File: config.mk
export PLATFORM = sky130hd
export DESIGN_NAME = sub_div_seq
export DESIGN_NICKNAME = d
export VERILOG_FILES = /design/src/rtl/sub_div_seq.sv
export SDC_FILE = /design/constraint.sdc
export NUM_CORES = 1
export LEC_CHECK = 0
export CAP_MARGIN = 10
export CORE_MARGIN = 5
export CORE_UTILIZATION = 50
export DETAILED_ROUTE_END_ITERATION = 10
export GPL_TIMING_DRIVEN = 0
export MAX_ROUTING_LAYER = met4
export PLACE_DENSITY = 0.72
export SYNTH_ARGS = -nofsm -noshare
export SYNTH_HDL_FRONTEND = slang
export SYNTH_SLANG_ARGS = --single-unit
export TNS_END_PERCENT = 5
File: constraint.sdc
create_clock -name clk -period 5.26 [get_ports clk]
set_clock_uncertainty 0.2 [all_clocks]
set_input_delay 0.526 -clock clk [delete_from_list [all_inputs] [get_ports clk]]
set_output_delay 0.526 -clock clk [all_outputs]
set_load 0.02 [all_outputs]
File: src/rtl/sub_div_seq.sv
// rtl/sub_div_seq.sv - sequential signed divider computing (pin - cin) / bin
// Restoring division on magnitudes, one quotient bit per enabled clock.
module sub_div_seq #(
  parameter int PW = 48,
  parameter int CW = 48,
  parameter int BW = 18,
  localparam int NW = PW + 1
) (
  input  logic                 clk,
  input  logic                 rst,
  input  logic                 ce,
  input  logic                 in_valid,
  output logic                 in_ready,
  input  logic signed [PW-1:0] pin,
  input  logic signed [CW-1:0] cin,
  input  logic signed [BW-1:0] bin,
  output logic                 out_valid,
  input  logic                 out_ready,
  output logic signed [NW-1:0] qout,
  output logic signed [BW-1:0] rout,
  output logic                 dz
);

  localparam int CNTW = $clog2(NW);

  typedef enum logic [2:0] {IDLE, SUB, DIV, FIX, DONE} state_t;

  state_t                state;
  logic signed [PW-1:0]  p_r;
  logic signed [PW-1:0]  c_r;
  logic signed [BW-1:0]  b_r;
  logic [NW-1:0]         dvd;
  logic [BW-1:0]         bmag;
  logic [BW:0]           prem;
  logic [CNTW-1:0]       cnt;
  logic                  sign_q;
  logic                  sign_r;

  logic signed [NW-1:0]  num;
  logic [NW-1:0]         num_mag;
  logic [BW-1:0]         b_mag;
  logic [BW+1:0]         shifted;
  logic [BW+1:0]         trial;

  // Dividend register doubles as the quotient register: bits shift out the top
  // as quotient bits shift in at the bottom.
  always_comb begin
    num     = {p_r[PW-1], p_r} - {c_r[PW-1], c_r};
    num_mag = num[NW-1] ? -num : num;
    b_mag   = b_r[BW-1] ? -b_r : b_r;
    shifted = {prem, dvd[NW-1]};
    trial   = shifted - {2'b00, bmag};
  end

  assign in_ready = (state == IDLE) && !rst;

  always_ff @(posedge clk) begin
    if (rst) begin
      state     <= IDLE;
      p_r       <= '0;
      c_r       <= '0;
      b_r       <= '0;
      dvd       <= '0;
      bmag      <= '0;
      prem      <= '0;
      cnt       <= '0;
      sign_q    <= 1'b0;
      sign_r    <= 1'b0;
      out_valid <= 1'b0;
      qout      <= '0;
      rout      <= '0;
      dz        <= 1'b0;
    end else if (ce) begin
      case (state)
        IDLE: begin
          if (in_valid) begin
            p_r   <= pin;
            c_r   <= PW'(cin);
            b_r   <= bin;
            state <= SUB;
          end
        end
        SUB: begin
          sign_q <= num[NW-1] ^ b_r[BW-1];
          sign_r <= num[NW-1];
          dvd    <= num_mag;
          bmag   <= b_mag;
          prem   <= '0;
          cnt    <= CNTW'(NW - 1);
          if (b_r == '0) begin
            qout  <= '0;
            rout  <= '0;
            dz    <= 1'b1;
            state <= DONE;
          end else begin
            state <= DIV;
          end
        end
        DIV: begin
          prem <= trial[BW+1] ? shifted[BW:0] : trial[BW:0];
          dvd  <= {dvd[NW-2:0], ~trial[BW+1]};
          cnt  <= cnt - 1'b1;
          if (cnt == '0) state <= FIX;
        end
        FIX: begin
          qout      <= sign_q ? -$signed(dvd) : $signed(dvd);
          rout      <= sign_r ? -$signed(prem[BW-1:0]) : $signed(prem[BW-1:0]);
          dz        <= 1'b0;
          out_valid <= 1'b1;
          state     <= DONE;
        end
        DONE: begin
          // A divide-by-zero enters with out_valid low and raises it one edge later.
          if (out_valid && out_ready) begin
            out_valid <= 1'b0;
            state     <= IDLE;
          end else begin
            out_valid <= 1'b1;
          end
        end
        default: state <= IDLE;
      endcase
    end
  end

endmodule
==> results of run 1 <==
[layer usage]
metal / global-route usage [%] / up-vias
li1: - / 8877
met1: 38.8 / 8333
met2: 45.7 / 637
met3: 3.05 / 111
met4: 8.63 / 0
met5: - / -
[area by class of cell]
class / count / share of cell area [%]
Multi-Input combinational cell: 1834 / 52.2
Sequential cell: 280 / 26.6
Timing Repair Buffer: 189 / 8.96
Clock buffer: 42 / 4.12
Buffer: 148 / 2.71
Tap cell: 455 / 2.70
Inverter: 101 / 1.80
Clock inverter: 15 / 0.850
[logic make-up (layout without fill, tap and decap cells)]
logic type      count (synthesis)  after routing  synth area share (%)
fa+ha+maj                      74             74                  5.36
flops                         280            280                  31.9
compound gates                731            731                  26.3
simple gates                  867            867                  22.8
xor+xnor                      139            139                  6.94
mux                            23             23                  1.34
buf+inv                       249            495                  5.41
[Yosys cell counts, drive strengths merged, types with 5 or more instances]
cell type,n
a2111o,5
a211o,6
a211oi,35
a21boi,6
a21o,28
a21oi,274
a221oi,6
a22oi,86
a31o,5
a31oi,10
and2,16
and3,23
buf,17
clkbuf,131
dfxtp,280
ha,72
inv,101
mux2i,19
nand2,382
nand2b,11
nand3,37
nand3b,6
nand4,28
nor2,193
nor2b,11
nor3,78
nor4,12
o2111ai,5
o211ai,11
o21a,16
o21ai,137
o21bai,6
o22ai,9
o31ai,31
o41ai,13
or2,9
or3,31
or4,16
xnor2,82
xor2,57
[per-stage QoR]
| step | std cells | hold WS (ps) | worst slack (ps) | cell area (sq um) |
|---|---|---|---|---|
| final | 3064 | 255 | 285 | 21100 |
| after global routing | 3064 | 272 | 52.4 | 21100 |
| after CTS | 3062 | 255 | 149 | 21000 |
| after detailed placement | 3005 | 247 | 174 | 20000 |
| after global placement | 3005 | 245 | 260 | 20000 |
| after floorplan | 2363 | 236 | 1100 | 17600 |
[worst max-delay path: cells and delay by family (launching register included)]
kind                       cells  cell delay (ps)
buffers and inverters          1               50
DFF                            1              320
AOI/OAI and AO/OA              5             1060
and+or+nand+nor                5             2260
muxes                          1              380
adders and majority gates      2              630
[what timing repair did]
item	in CTS	in global routing
resized for setup	0	1
endpoints found under the setup margin	0	9
buffers inserted	0	1
hold buffers	0	0
[registers in the layout, summed over array words and instances (netlist names)]
register and flops:
p_r 48, rout 18, state 3, bmag 18, prem 19, dvd 49
cnt 6, out_valid 1, dz 1, b_r 18, c_r 48, sign_q 1
sign_r 1, qout 49
[power by group through the flow]
stage / Combinational, mW / Clock [mW] / Sequential [mW]
after floorplan: 1.78 / 0 / 2.32
after global placement: 2.42 / 0 / 2.34
after detailed placement: 2.47 / 0 / 2.34
after CTS: 2.48 / 2.24 / 2.30
after global routing: 2.76 / 2.32 / 2.31
final: 2.53 / 2.22 / 2.30
[worst min-delay path by stage]
stage / startpoint / to / cells past startpoint
2_1_floorplan: c_r[10] / c_r[10] / 2
3_3_place_gp: c_r[33] / c_r[33] / 2
3_5_place_dp: c_r[15] / c_r[15] / 2
4_1_cts: c_r[15] / c_r[15] / 2
5_1_grt: c_r[19] / c_r[19] / 2
6_report: c_r[15] / c_r[15] / 2
==> out/summary.txt, run 1 <==
Clock buffer count from CTS = 31
Syn nets = 2556
Vias in the first global route = 17065
H-Tree Depth = 1
I/O Pins = 189
RR Endpoint = dvd[42]
Area contributors post-synth = dfxtp_1 (32%), nand2_1 (8.2%), a21oi_1 (7.8%), ha_1 (5.1%), nor2_1 (4.1%)
Sw Share = 36.8%
DR iter-0 viols = 1431
Top-area cell type share of the netlist area = 31.9%
Worst rel slew slack = 32.5%
Arrival @ worst endpoint = 5280 ps
Met3 WL post-DR = 3500 microns
Hpwl dp = 45700 microns
Avg Vias per Cell = 5.86
Crit path capture = dvd[42]
Post-Syn Area = 0.0176 sq mm
Yosys warns = 0
Core Rows = 68
Crit. Startpoint = p_r[0]
Final Core Density = 60.8%
CTS Root Cell = clkbuf_16
Crit path launch type = flop
DRC errors left = 0
Die W = 197 microns
Pins Over Slew Limit = 0
Avg WL per Cell = 18.4 microns
Hold crit path type = reg -> reg
CTS tree = yes
Actual slew at the worst max-slew pin = 1010 ps
Crit Path Max Fanout = 8
Initial Utilization = 50.7%
Crit-path cells = inv_1 > ha_1 > fa_1 > and2b_1 > o31ai_1 > a2111o_1 > o211ai_1 > o21ai_0 > nor4_2 > nand4_1 > or4b_1 > nor3_4 > mux2_2 > a21oi_1
Worst VDD drop = 288 uV
Ant. Diodes = 0
Endpoints failing hold = 0
Share of layout cells above drive strength 1 = 3.91%
Crit Path Class = reg -> reg
Filler cells = 3237
Post-synth top flop = dfxtp_1
FF+latch area = 0.00561 sq mm
RSZ-0062 raised after global routing = no
Clk sink count = 280
Crit share post-route = 94.6%
Critical-path top delay cell = or4b_1
Max stage delay on crit path = 710 ps
Die Ht = 197 microns
First drt pass iteration count = 6
Clock-pin transition on the worst setup and hold timing paths = 60 ps
Drt total wl = 56500 microns
Yosys reg bits = 280
Leak pwr = 7.83 nW
Setup TNS = 0 ps
DR vias = 17958
Overall overflow remaining after global route = 0
First-pass GRT wire length = 90100 microns
Syn-to-layout area delta = 20.0%
Worst r2r src = p_r[0]
Commonest non-fill, non-tap cells in the layout = nand2_1 (382), dfxtp_1 (280), a21oi_1 (274), nor2_1 (192), clkdlybuf4s50_1 (187)
Worst R2R Setup Slack = 290 ps
Core ar. = 0.0346 sq mm
Combinational power share = 35.9%
Pwr dens = 335 mW/mm^2
Gate Count Post-Synth = 2363
Max Fclk = 201 MHz
Sequential fraction of the synthesis area = 31.9%
GP Congestion = 0.947
Setup Viol. Count Final = 0
Worst-Skew Late Latency = 590 ps
Synth unique cells = 87
WL met2 = 25600 microns
Final Net Count = 2778
Reg2Reg Depth = 14
NetSw = 2.59 mW
Post-synth top area cell = dfxtp_1
I/O Buffers = 187
GRT Resource Usage Total = 28.7%
Pwr Total = 7.05 mW
CP Capture Type = flop
Initial antenna violation count = 0
Multi-input gate area = 0.0110 sq mm
Outcome = finished clean
Routed length on met1 = 25600 microns
Die Area = 0.0390 sq mm
WP data required = 5570 ps
Internal = 4.46 mW
Top sig layer = met4
Max cap viols = 0
CTS Buffer Depth = 3
Synth Area per Inst = 7.43 sq um
Final min period = 4970 ps
Flop pwr share = 32.6%
Largest net degree at the start of global routing = 17
Post-synth ARST share = 0%
Clk network pwr share = 31.4%
Most common cell after layout, fill and taps aside = nand2_1
Number of flops mapped to enable cells by yosys = 0
Antenna viol nets, final = 0
No activity file was read; power rests on OpenSTA's default activity.
==> inputs of run 2 (changes only) <==
RECOVER_POWER = 50   (was default)
==> out/summary.txt, run 2 (same netlist as run 1, synthesis figures left out) <==
H-Tree Depth = 1
Clock-pin transition on the worst setup and hold timing paths = 60 ps
Worst VDD drop = 288 uV
Filler cells = 3237
Largest net degree at the start of global routing = 17
Die W = 197 microns
DRC errors left = 0
Hold crit path type = reg -> reg
Setup Viol. Count Final = 0
Vias in the first global route = 17065
Leak pwr = 8.08 nW
Avg Vias per Cell = 5.86
Global routing's busiest layer = met2
Arrival @ worst endpoint = 5330 ps
Most common cell after layout, fill and taps aside = nand2_1
DR iter-0 viols = 1459
Pins Over Slew Limit = 0
WP data required = 5570 ps
Initial Utilization = 50.7%
Setup TNS = 0 ps
I/O Pins = 189
Share of layout cells above drive strength 1 = 3.91%
Antenna viol nets, final = 0
Final min period = 5020 ps
Ant. Diodes = 0
GRT Resource Usage Total = 28.7%
FF+latch area = 0.00561 sq mm
CTS Root Cell = clkbuf_16
Crit Path Max Fanout = 8
Final Core Density = 60.8%
Die Ht = 197 microns
Core ar. = 0.0346 sq mm
Actual slew at the worst max-slew pin = 1010 ps
Syn-to-layout area delta = 20.0%
WP buf/inv = 1
Outcome = finished clean
Reg2Reg Depth = 14
Multi-input gate area = 0.0110 sq mm
Pre-CTS WS = 174 ps
GR Util met3 = 3.05%
Worst hold path stage count = 2
Hpwl dp = 45700 microns
Avg WL per Cell = 18.4 microns
Crit path launch type = flop
CTS tree = yes
Drt total wl = 56500 microns
Worst-Skew Late Latency = 590 ps
Core Rows = 68
CP top delay family = simple AND/OR/NAND/NOR gates
Crit Path Class = reg -> reg
Max cap viols = 0
First-pass GRT wire length = 90100 microns
Pwr dens = 335 mW/mm^2
Crit-path cells = inv_1 > ha_1 > fa_1 > and2b_1 > o31ai_1 > a211oi_1 > o211ai_1 > o21ai_0 > nor4_2 > nand4_1 > or4b_1 > nor3_4 > mux2_2 > a21oi_1
CP Capture Type = flop
Clock buffer count from CTS = 31
Die Area = 0.0390 sq mm
Crit share post-route = 95.5%
Worst rel slew slack = 32.4%
M2 GR Usage = 45.7%
Clk sink count = 280
Top flop regs = dvd x49, qout x49
Hold WS = 255 ps
Commonest non-fill, non-tap cells in the layout = nand2_1 (382), dfxtp_1 (280), a21oi_1 (274), nor2_1 (192), clkbuf_1 (139)
Initial antenna violation count = 0
Worst Slack Setup Final = 239 ps
Hold EP = c_r[15]
Worst r2r src = p_r[0]
Final Net Count = 2778
Max Fclk = 199 MHz
I/O Buffers = 187
Worst R2R Setup Slack = 240 ps
RR Endpoint = dvd[42]
Critical-path top delay cell = or4b_1
Overall overflow remaining after global route = 0
First drt pass iteration count = 5
GR Util met1 = 38.8%
GP Congestion = 0.947
DR vias = 17942
CTS Buffer Depth = 3
Hold Crit Start = c_r[15]
Max stage delay on crit path = 710 ps
RSZ-0062 raised after global routing = no
Endpoints failing hold = 0
## run 2: how the worst max path moves through the flow
stage,startpoint,to,cells past startpoint
floorplan,p_r[0],dvd[37],15
global placement,p_r[0],dvd[37],15
detailed placement,p_r[0],dvd[37],15
CTS,p_r[0],dvd[37],15
global route,c_r[23],dvd[37],14
finish,p_r[0],dvd[42],14
## run 2: layout make-up
cell class / count / share of cell area (%)
timing repair buffer: 189 / 8.96
clock inverter: 15 / 0.850
tap: 455 / 2.70
buffer: 148 / 2.71
multi-input combinational: 1834 / 52.2
sequential: 280 / 26.6
clock buffer: 42 / 4.12
inverter: 101 / 1.80
## run 2: worst reg2reg max path, stage by stage, from the launching register on
cell	delay, ps
dfxtp_1	310
inv_1	50
ha_1	200
fa_1	220
and2b_1	240
o31ai_1	480
a211oi_1	160
o211ai_1	410
o21ai_0	200
nor4_2	570
nand4_1	330
or4b_1	710
nor3_4	370
mux2_2	380
a21oi_1	120
## run 2: timing repair
action,CTS,global route
hold buffers,0,0
endpoints found under the hold margin,0,0
endpoints found under the setup margin,0,9
setup buffers,0,1
gates resized for setup,0,1
## run 2: routing by layer
layer  share of wire, %  up-vias
met5                  0        -
met4                3.2        0
li1                   -     8868
met3                6.1      121
met2                 45      643
met1                 45     8310
## run 2: through the flow
stage	total power, mW	area (sq um)	std cells
floorplan	4.09	17600	2363
CTS	7.02	21000	3062
finish	7.05	21100	3064
global placement	4.76	20000	3005
detailed placement	4.81	20000	3005
global route	7.39	21100	3064
## run 2: report_power, final
part	switching, mW	internal (mW)	total, mW	leakage [nW]
logic	1.59	0.944	2.53	5.30
registers	0.0897	2.21	2.30	2.27
clock network	0.916	1.30	2.22	0.505
==> inputs of run 3 (changes only) <==
PLACE_DENSITY = 0.77   (was 0.72)
==> out/summary.txt, run 3 (same netlist as run 1, synthesis figures left out) <==
Overall overflow remaining after global route = 0
DR vias = 18174
Die W = 197 microns
Leak pwr = 8.07 nW
Initial antenna violation count = 0
Worst R2R Setup Slack = 320 ps
DRC errors left = 0
Global routing's busiest layer = met2
Final min period = 4940 ps
GRT Resource Usage Total = 29.0%
GP Congestion = 0.960
Antenna viol nets, final = 0
Clk sink count = 280
Crit path launch type = flop
First-pass GRT wire length = 90300 microns
Share of layout cells above drive strength 1 = 3.80%
Clock-pin transition on the worst setup and hold timing paths = 70 ps
Ant. Diodes = 0
RSZ-0062 raised after global routing = no
Actual slew at the worst max-slew pin = 1060 ps
Number of hold buffers added after cts = 0
Die Ht = 197 microns
Initial Utilization = 50.7%
Clock buffer count from CTS = 30
GR Util met3 = 2.44%
Syn-to-layout area delta = 19.7%
Most common cell after layout, fill and taps aside = nand2_1
Max cap viols = 0
Arrival @ worst endpoint = 5250 ps
Worst-Skew Late Latency = 580 ps
WP data required = 5570 ps
Final Net Count = 2778
CTS tree = yes
Worst rel slew slack = 29.2%
Max stage delay on crit path = 700 ps
Avg Vias per Cell = 5.94
Avg WL per Cell = 18.8 microns
Pwr dens = 333 mW/mm^2
Pins Over Slew Limit = 0
Hpwl dp = 46000 microns
CTS Buffer Depth = 3
I/O Pins = 189
Pwr Total = 6.99 mW
CTS Root Cell = clkbuf_16
Endpoints failing hold = 0
DR iter-0 viols = 1486
Critical-path top delay cell = or4b_1
I/O Buffers = 187
Worst VDD drop = 260 uV
Most frequent CP cell = a21oi_1
CP Capture Type = flop
Hold crit path type = reg -> reg
Largest net degree at the start of global routing = 15
Vias in the first global route = 16988
Crit share post-route = 93.9%
Setup Viol. Count Final = 0
Commonest non-fill, non-tap cells in the layout = nand2_1 (382), dfxtp_1 (280), a21oi_1 (274), nor2_1 (192), clkbuf_1 (141)
H-Tree Depth = 1
Outcome = finished clean
Core Rows = 68
First drt pass iteration count = 6
Top flop regs = dvd x49, qout x49
Final Core Density = 60.7%
Drt total wl = 57600 microns
Die Area = 0.0390 sq mm
GR Util met1 = 39.0%
Setup TNS = 0 ps
Core ar. = 0.0346 sq mm
M2 GR Usage = 47.2%
Max Fclk = 202 MHz
Crit-path cells = inv_1 > ha_1 > clkbuf_1 > nand2_1 > a21oi_1 > o2111ai_1 > a21boi_0 > o21ai_0 > nor4_2 > nand4_1 > or4b_1 > nor3_4 > mux2_2 > a21oi_1
Crit Path Class = reg -> reg
Crit Path Max Fanout = 8
-- run 3: final cells by class --
type / instances / area, sq um
clock inverters: 9 / 105
well taps: 455 / 569
clock buffers: 45 / 888
repair buffers: 190 / 1890
inverters: 101 / 379
fillers: 3238 / 13600
flip-flops and latches: 280 / 5610
multi-input cells: 1834 / 11000
plain buffers: 148 / 571
-- run 3: repair_timing --
item | 4_1_cts | 5_1_grt
setup endpoints to repair | 0 | 6
setup buffers | 0 | 2
gates resized for setup | 0 | 1
-- run 3: per-layer routing --
metal  up-vias  part of all wire, %
met4         0                  2.7
li1       8855                    -
met1      8510                   45
met3       111                  6.4
met2       698                   46
met5         -                    0
-- run 3: stage by stage --
step | cells | setup slack [ps] | hold WS [ps] | cell area [sq um]
after global routing | 3062 | 27.9 | 278 | 21000
after floorplan | 2363 | 1100 | 236 | 17600
after CTS | 3059 | 246 | 257 | 21000
after detailed placement | 3005 | 276 | 249 | 20000
after global placement | 3005 | 297 | 246 | 20000
final | 3062 | 320 | 255 | 21000
-- run 3: report_power, final --
part	internal [mW]	leakage (nW)	switching, mW	total [mW]
Sequential	2.21	2.27	0.0886	2.30
Combinational	0.946	5.31	1.60	2.54
Clock	1.26	0.487	0.893	2.15
Total	4.41	8.07	2.58	6.99
-- run 3: worst max-delay path, delay by kind of cell, from the launching register on --
| family | cells | cell delay, ps |
|---|---|---|
| multiplexers | 1 | 380 |
| AND/OR/NAND/NOR | 5 | 2040 |
| AO/OA/AOI/OAI | 5 | 1330 |
| adder cells (fa/ha/maj) | 1 | 270 |
| buffers and inverters | 2 | 330 |
| flip-flops | 1 | 330 |
-- run 3: final timing paths --
check / start / to / cells past startpoint
setup / recovery: c_r[3] / dvd[42] / 14
hold / removal: c_r[10] / c_r[10] / 2
setup reg to reg: c_r[3] / dvd[42] / 14
hold reg to reg: c_r[10] / c_r[10] / 2
